===== src/rtl/frame_gatherer.sv =====
// frame_gatherer: packs a valid/ready word stream into one frame of DEPTH
// signed entries, then presents it (entries, word count, running sum) until
// the consumer takes it. One frame buffer, so input stalls while a frame is held.
//
//   state | meaning
//   ------+---------------------------------------------------------------
//   FILL  | accepting words into out_a[idx], accumulating out_sum
//   HOLD  | frame complete, out_valid=1, outputs frozen until out_ready
module frame_gatherer #(
    parameter int DEPTH = 10,
    parameter int WIDTH = 32
) (
    input  logic             clk,
    input  logic             rst,
    input  logic             in_valid,
    output logic             in_ready,
    input  logic [WIDTH-1:0] in_data,
    input  logic             in_last,
    output logic             out_valid,
    input  logic             out_ready,
    output logic [WIDTH-1:0] out_a [DEPTH],
    output logic [WIDTH-1:0] out_b,
    output logic [WIDTH-1:0] out_sum
);

    localparam int IDX_W = (DEPTH > 1) ? $clog2(DEPTH) : 1;

    typedef enum logic {
        FILL = 1'b0,
        HOLD = 1'b1
    } state_t;

    state_t           state;
    state_t           state_nxt;
    logic [IDX_W-1:0] idx;
    logic             accept;
    logic             frame_done;
    logic             take;

    assign accept     = in_valid && in_ready;
    assign frame_done = accept && ((idx == IDX_W'(DEPTH - 1)) || in_last);
    // take and accept are mutually exclusive: take needs HOLD, accept needs FILL
    assign take       = out_valid && out_ready;

    // state register
    always_ff @(posedge clk) begin
        if (rst) begin
            state <= FILL;
        end else begin
            state <= state_nxt;
        end
    end

    // next-state: complete on the last accepted word, release on output handshake
    always_comb begin
        state_nxt = state;
        case (state)
            FILL: if (frame_done) state_nxt = HOLD;
            HOLD: if (take)       state_nxt = FILL;
            default:              state_nxt = FILL;
        endcase
    end

    // outputs decoded from state; in_ready drops immediately under reset
    always_comb begin
        in_ready = (state == FILL) && !rst;
    end

    // frame buffer, index, count and sum; cleared on release so unused entries read zero
    always_ff @(posedge clk) begin
        if (rst) begin
            idx       <= '0;
            out_valid <= 1'b0;
            out_b     <= '0;
            out_sum   <= '0;
            for (int i = 0; i < DEPTH; i++) out_a[i] <= '0;
        end else if (take) begin
            out_valid <= 1'b0;
            out_b     <= '0;
            out_sum   <= '0;
            for (int i = 0; i < DEPTH; i++) out_a[i] <= '0;
        end else if (accept) begin
            out_a[idx] <= in_data;
            out_sum    <= out_sum + in_data;
            if (frame_done) begin
                out_valid <= 1'b1;
                out_b     <= WIDTH'(idx) + WIDTH'(1);
                idx       <= '0;
            end else begin
                idx <= idx + 1'b1;
            end
        end
    end

endmodule


===== config.mk =====
export PLATFORM = sky130hd
export DESIGN_NAME = frame_gatherer
export DESIGN_NICKNAME = d
export VERILOG_FILES = /design/src/rtl/frame_gatherer.sv
export SDC_FILE = /design/constraint.sdc
export NUM_CORES = 1
export LEC_CHECK = 0
export CELL_PAD_IN_SITES_DETAIL_PLACEMENT = 1
export CELL_PAD_IN_SITES_GLOBAL_PLACEMENT = 1
export CORE_UTILIZATION = 31
export CTS_CLUSTER_SIZE = 40
export DETAILED_ROUTE_END_ITERATION = 10
export PLACE_DENSITY_LB_ADDON = 0.1
export SLEW_MARGIN = 20
export SYNTH_ARGS = -nofsm -noshare
export SYNTH_HDL_FRONTEND = slang
export SYNTH_SLANG_ARGS = --single-unit

===== constraint.sdc =====
create_clock -name clk -period 2.45 [get_ports clk]
set_input_delay 0.245 -clock clk [delete_from_list [all_inputs] [get_ports clk]]
set_output_delay 0.245 -clock clk [all_outputs]
set_load 0.05 [all_outputs]

==> impl_metrics.ini, run 1 <==
[finish]
design_area_um2 = 21700
final_nets = 2432
layout-drive-gt1-share_pct = 12.6
final_common_cell = nand2_1
final_cells = 2986
n_antenna_cell = 0
area_growth_pct = 50.0
final_cell_mix = nand2_1 (726), clkdlybuf4s50_1 (394), a21oi_1 (365)

[worst_setup_path]
arrival_ns = 3.17
cp_top_family = compound AO/OA/AOI/OAI gates
worst-path-buf-inv = 1
worstPathCellList = ha_4 > fa_2 > a21o_1 > a221o_1 > a311oi_4 > buf_6 > nor2_4 > o21ai_2 > nand2b_1 > a21o_1 > a221o_1
required_ns = 2.89
max_stage_delay_ns = 0.38
worstSetupPathType = reg2reg
rrSetupSlack_ns = -0.28
worstPathMaxFanout = 4
cp-start-kind = flip-flop
end_kind = flip-flop
cp_slowest_cell = a221o_1

[power_and_ir_drop]
power_mw = 14.3
powerDensity_nw_per_um2 = 656
p_leak_nw = 7.78
peakVddDrop_mv = 0.571

[yosys]
syn-cell-area_um2 = 14500
ys_types = 55
syn_avg_cell_area_um2 = 7.66
synth_edf_count = 0
yosysSeqAreaShare_pct = 50.1
yosys_warnings = 0
syn_inst = 1894
ys.flop_type = dfxtp_1
async_reset_ff_share_pct = 0
synth-seq-cells = 363

[die]
design.core.area_um2 = 45800
die_area_um2 = 47600
pin_count = 423
die_w_um = 218
rows = 78
initial_core_util_pct = 31.7
die_h_um = 218

[timing]
finClkSkew_ns = 0.0167
slew_violations = 0
worst_slew_pin_slew_ns = 0.723
tns_ns = -1.66
fin_crit_sh_pct = 111
min_period_ns = 2.73
setup_viol = 10
clock.fmax_mhz = 366
relSlewSlack_pct = 51.8
setup_slack_ns = -0.281
hold_viol = 0
rsz0062_at_grt = yes

[drt]
wl_per_cell_um = 20.4
first_pass_iters = 4
viasPerCell = 4.91
vias = 14700
ant_nets = 0
drtIter0Drc = 655
drc = 0
wirelength_mm = 61.0

[clock_network]
cts_tree = yes
numCtsBuffers = 43
clock_path_buffers = 3
insertion_delay_ns = 0.57
cts_num_sinks = 363
root_buffer = clkbuf_16
clkTransAtPathRegs_ns = 0.06
cts.htree.levels = 2

[placement]
portBuffers = 395
hpwl_mm = 43.6
placedCellCount = 2907
placed_area_um2 = 20100
pre_cts_ws_ns = -0.772
gp_congestion = 0.885

[global_routing]
overflow = 0
grt_first_pass_wirelength_mm = 91.2
antenna_found_initial = 0
globalRouteTotalUtil_pct = 25.1
first_global_vias = 15000
grt_max_degree = 151

[run_status]
status = finished with violations
violations = setup timing

[flow_run]
max_cap_viol_count = 0

[hold_path]
timing.hold.worst.class = reg2reg
## power breakdown
part / switching [mW] / internal [mW] / total, mW
sequential: 0.0618 / 5.98 / 6.04
clock: 2.53 / 3.90 / 6.43
combinational: 1.15 / 0.651 / 1.80
## metal layers
layer / global-route usage, % / share of wire (%)
met1: 29.4 / 41
met2: 44.6 / 50
met3: 6.08 / 6.6
met4: 8.30 / 2.7
met5: 0 / 0
## cell type report
cell class                      count  area, µm²
Timing Repair Buffer              577       5550
Inverter                            7       26.3
Multi-Input combinational cell   1367       6730
Fill cell                        5526      24000
Sequential cell                   363       7290
Clock inverter                     10        129
Tap cell                          600        751
Clock buffer                       62       1270
## timing repair
item / 4_1_cts / 5_1_grt
setup buffers: 4 / 5
cloned: 0 / 0
resized for setup: 12 / 36
pin swaps: 12 / 31
hold buffers: 0 / 0
setup endpoints to repair: 15 / 18
## per-stage QoR
step           hold slack [ns]  util [%]
3_5_place_dp             0.446      43.9
2_1_floorplan            0.314         -
6_report                 0.451      47.5
3_3_place_gp             0.441      43.9
4_1_cts                  0.442      47.1
5_1_grt                  0.460      47.5
## cell families (layout without fill, tap and decap cells)
kind of cell,Yosys count,after routing,synth area share (%)
simple gates,821,821,22.3
other cells,1,27,0.0259
flops,363,363,50.1
xor+xnor,20,20,1.21
fa+ha+maj,36,36,3.16
mux,3,3,0.207
buf+inv,190,656,5.73
compound gates,460,460,17.3
## synth_stat cells (all sizes together) (3+ instances only)
| library cell | count | area, µm² |
|---|---|---|
| buf | 42 | 275 |
| and3 | 7 | 43.8 |
| xor2 | 6 | 52.6 |
| a31oi | 6 | 43.8 |
| dfxtp | 363 | 7270 |
| nor2 | 28 | 105 |
| nor2b | 5 | 31.3 |
| nand2b | 4 | 25.0 |
| inv | 7 | 26.3 |
| nand4 | 6 | 37.5 |
| a21o | 15 | 113 |
| o21bai | 3 | 22.5 |
| o211ai | 6 | 45.0 |
| nor3 | 6 | 30.0 |
| a211oi | 8 | 60.1 |
| o21ai | 25 | 129 |
| ha | 35 | 438 |
| a21oi | 374 | 1870 |
| nand2 | 727 | 2730 |
| xnor2 | 14 | 123 |
| nand3 | 13 | 65.1 |
| mux2i | 3 | 30.0 |
| clkbuf | 141 | 529 |
| o21a | 6 | 45.0 |
| or3 | 6 | 37.5 |
| and2 | 10 | 62.6 |
## state kept, by name, summed over array words and instances (netlist names)
name / flops
out_a: 320
state: 1
out_b: 5
idx: 4
out_sum: 32
out_valid: 1
## final timing paths
path / start / endpoint / depth (start not counted)
max: out_sum[0] / out_sum[16] / 11
min: out_a[241] / out_a[241] / 2
max reg2reg: out_sum[0] / out_sum[16] / 11
min reg2reg: out_a[241] / out_a[241] / 2
## worst min-delay path, cell delays in order (launching register included)
cell and delay, ns:
dfxtp_1 0.30, nand2_1 0.05, a21oi_1 0.05
(Power assumes the default switching activity.)
==> inputs of run 2 (changes only) <==
--- a/config.mk
+++ b/config.mk
@@ -7,7 +7,7 @@
 export LEC_CHECK = 0
 export CELL_PAD_IN_SITES_DETAIL_PLACEMENT = 1
 export CELL_PAD_IN_SITES_GLOBAL_PLACEMENT = 1
-export CORE_UTILIZATION = 31
+export CORE_UTILIZATION = 37
 export CTS_CLUSTER_SIZE = 40
 export DETAILED_ROUTE_END_ITERATION = 10
 export PLACE_DENSITY_LB_ADDON = 0.1
==> constraint.sdc (replaced) <==
create_clock -name clk -period 3.45 [get_ports clk]
set_input_delay 0.345 -clock clk [delete_from_list [all_inputs] [get_ports clk]]
set_output_delay 0.345 -clock clk [all_outputs]
set_load 0.05 [all_outputs]
==> run 2 against run 1 <==
Against the previous run:
- the flow now finishes without violations
- cell area shrank 5.8%
- via count is 2.8% lower
- fmax shrank 10%
- combinational power down 41%
- sequential cell count stayed put
- first-iteration DRC count decreased by 15%
- critical path type unchanged
- largest power group unchanged
==> impl_metrics.ini, run 2 (synthesized netlist as in run 1, its figures left out) <==
[worst_setup_path]
end_kind = flip-flop
cpMostUsedCell = o21ai_0
rrSetupSlack_ns = 0.40
worst-path-buf-inv = 1
worstRegToRegCells = 11
cp_top_family = compound AO/OA/AOI/OAI gates
cp-start-kind = flip-flop
cp_slowest_cell = fa_1
cp.depth = 11
critPathLaunch = out_sum[0]
arrival_ns = 3.45
endpoint = out_sum[28]
reg2reg_to = out_sum[28]
worstSetupPathType = reg2reg
max_stage_delay_ns = 0.42
worstPathCellList = ha_1 > fa_1 > a21o_1 > a221o_1 > a311oi_4 > buf_4 > o21ai_0 > o21ai_0 > o21ai_0 > xnor2_1 > o21ai_0
worstReg2RegStart = out_sum[0]
required_ns = 3.85
worstPathMaxFanout = 5

[die]
design.core.area_um2 = 38600
die_w_um = 200
die_h_um = 200
initial_core_util_pct = 37.5
rows = 72
pin_count = 423
die_area_um2 = 40000

[finish]
final_cells = 2796
final_common_cell = nand2_1
largest_register_ffs = 320
final_nets = 2319
nFillCells = 4635
regMostFlops = out_a
n_antenna_cell = 0
reg_top3 = out_a x320, out_sum x32, out_b x5
layout-drive-gt1-share_pct = 6.54
final_cell_mix = nand2_1 (727), clkdlybuf4s50_1 (395), a21oi_1 (374)
area_growth_pct = 41.2
final_core_util_pct = 53.0

[timing]
finClkSkew_ns = 0.0154
relSlewSlack_pct = 36.0
clock.fmax_mhz = 328
min_period_ns = 3.05
setup_viol = 0
fin_crit_sh_pct = 88.4
slew_violations = 0
setup_slack_ns = 0.399
hold_viol = 0
rsz0062_at_grt = no
holdWs_ns = 0.447
worst_slew_pin_slew_ns = 0.960

[placement]
portBuffers = 395
pre_cts_ws_ns = -0.0666
hpwl_mm = 39.9
placedCellCount = 2720
gp_congestion = 0.882

[clock_network]
clock_path_buffers = 3
insertion_delay_ns = 0.55
cts_num_sinks = 363
cts.repair.resized = 0
cts.htree.levels = 2
numCtsBuffers = 42
root_buffer = clkbuf_16
cts_post_setup_buffers_inserted = 0
clkTransAtPathRegs_ns = 0.06
cts_tree = yes
cts_hold_buf = 0

[power_and_ir_drop]
p_int_mw = 7.52
pwr-share-comb_pct = 10.6
switching_power_mw = 2.60
peakVddDrop_mv = 0.300
power_frac_seq_pct = 42.4
powerDensity_nw_per_um2 = 494
switching_share_pct = 25.7
p_clk_share_pct = 47.1
p_leak_nw = 7.17

[drt]
drc = 0
drtIter0Drc = 559
vias = 14200
wirelength_mm = 57.2
ant_nets = 0
first_pass_iters = 5
viasPerCell = 5.09
wl_per_cell_um = 20.5

[global_routing]
met3_usage_pct = 8.95
grt_max_degree = 191
grtUsageMet1_pct = 32.7
grt_first_pass_wirelength_mm = 85.1
first_global_vias = 14300
overflow = 0
antenna_found_initial = 0
grt_util_met2_pct = 48.1
top_usage_layer = met2
globalRouteTotalUtil_pct = 28.1

[flow_run]
max_cap_viol_count = 0

[run_status]
status = completed

[hold_path]
timing.hold.worst.class = reg2reg
[run 2: power groups by stage]
| stage | combinational, mW | sequential (mW) | clock, mW |
|---|---|---|---|
| after floorplan | 0.529 | 4.54 | 0 |
| after global placement | 1.05 | 4.38 | 0 |
| after detailed placement | 1.06 | 4.38 | 0 |
| after CTS | 1.07 | 4.29 | 4.86 |
| after global routing | 1.14 | 4.29 | 5.00 |
| final | 1.07 | 4.29 | 4.77 |
[run 2: worst min path at each step]
stage,startpoint,end,cells past startpoint
after floorplan,rst,idx[1],1
after global placement,state,state,2
after detailed placement,state,state,2
after CTS,state,state,2
after global routing,out_a[290],out_a[290],2
final,state,state,2
[run 2: worst reg2reg max path, cell delays in order, from the launching register on]
cell      delay [ns]
dfxtp_1         0.33
ha_1            0.22
fa_1            0.42
a21o_1          0.22
a221o_1         0.35
a311oi_4        0.30
buf_4           0.20
o21ai_0         0.11
o21ai_0         0.35
o21ai_0         0.18
xnor2_1         0.14
o21ai_0         0.08
[run 2: routing by layer]
| metal | up-vias | share of wire, % |
|---|---|---|
| li1 | 6841 | - |
| met1 | 6910 | 41 |
| met2 | 391 | 48 |
| met3 | 102 | 7.7 |
| met4 | 0 | 3.8 |
| met5 | - | 0 |
[run 2: metrics by stage]
stage / instance area [µm²] / TNS, ns / total power [mW]
6_report: 20500 / 0 / 10.1
3_3_place_gp: 19000 / -0.00298 / 5.43
5_1_grt: 20500 / 0 / 10.4
2_1_floorplan: 14600 / 0 / 5.07
4_1_cts: 20500 / 0 / 10.2
3_5_place_dp: 19000 / -0.0666 / 5.44
[run 2: area by class of cell]
class | count | area, µm² | area share (%)
Clock inverter | 11 | 191 | 0.935
Timing Repair Buffer | 465 | 4530 | 22.1
Inverter | 7 | 26.3 | 0.128
Sequential cell | 363 | 7270 | 35.5
Tap cell | 518 | 648 | 3.17
Clock buffer | 65 | 1300 | 6.34
Multi-Input combinational cell | 1367 | 6520 | 31.8
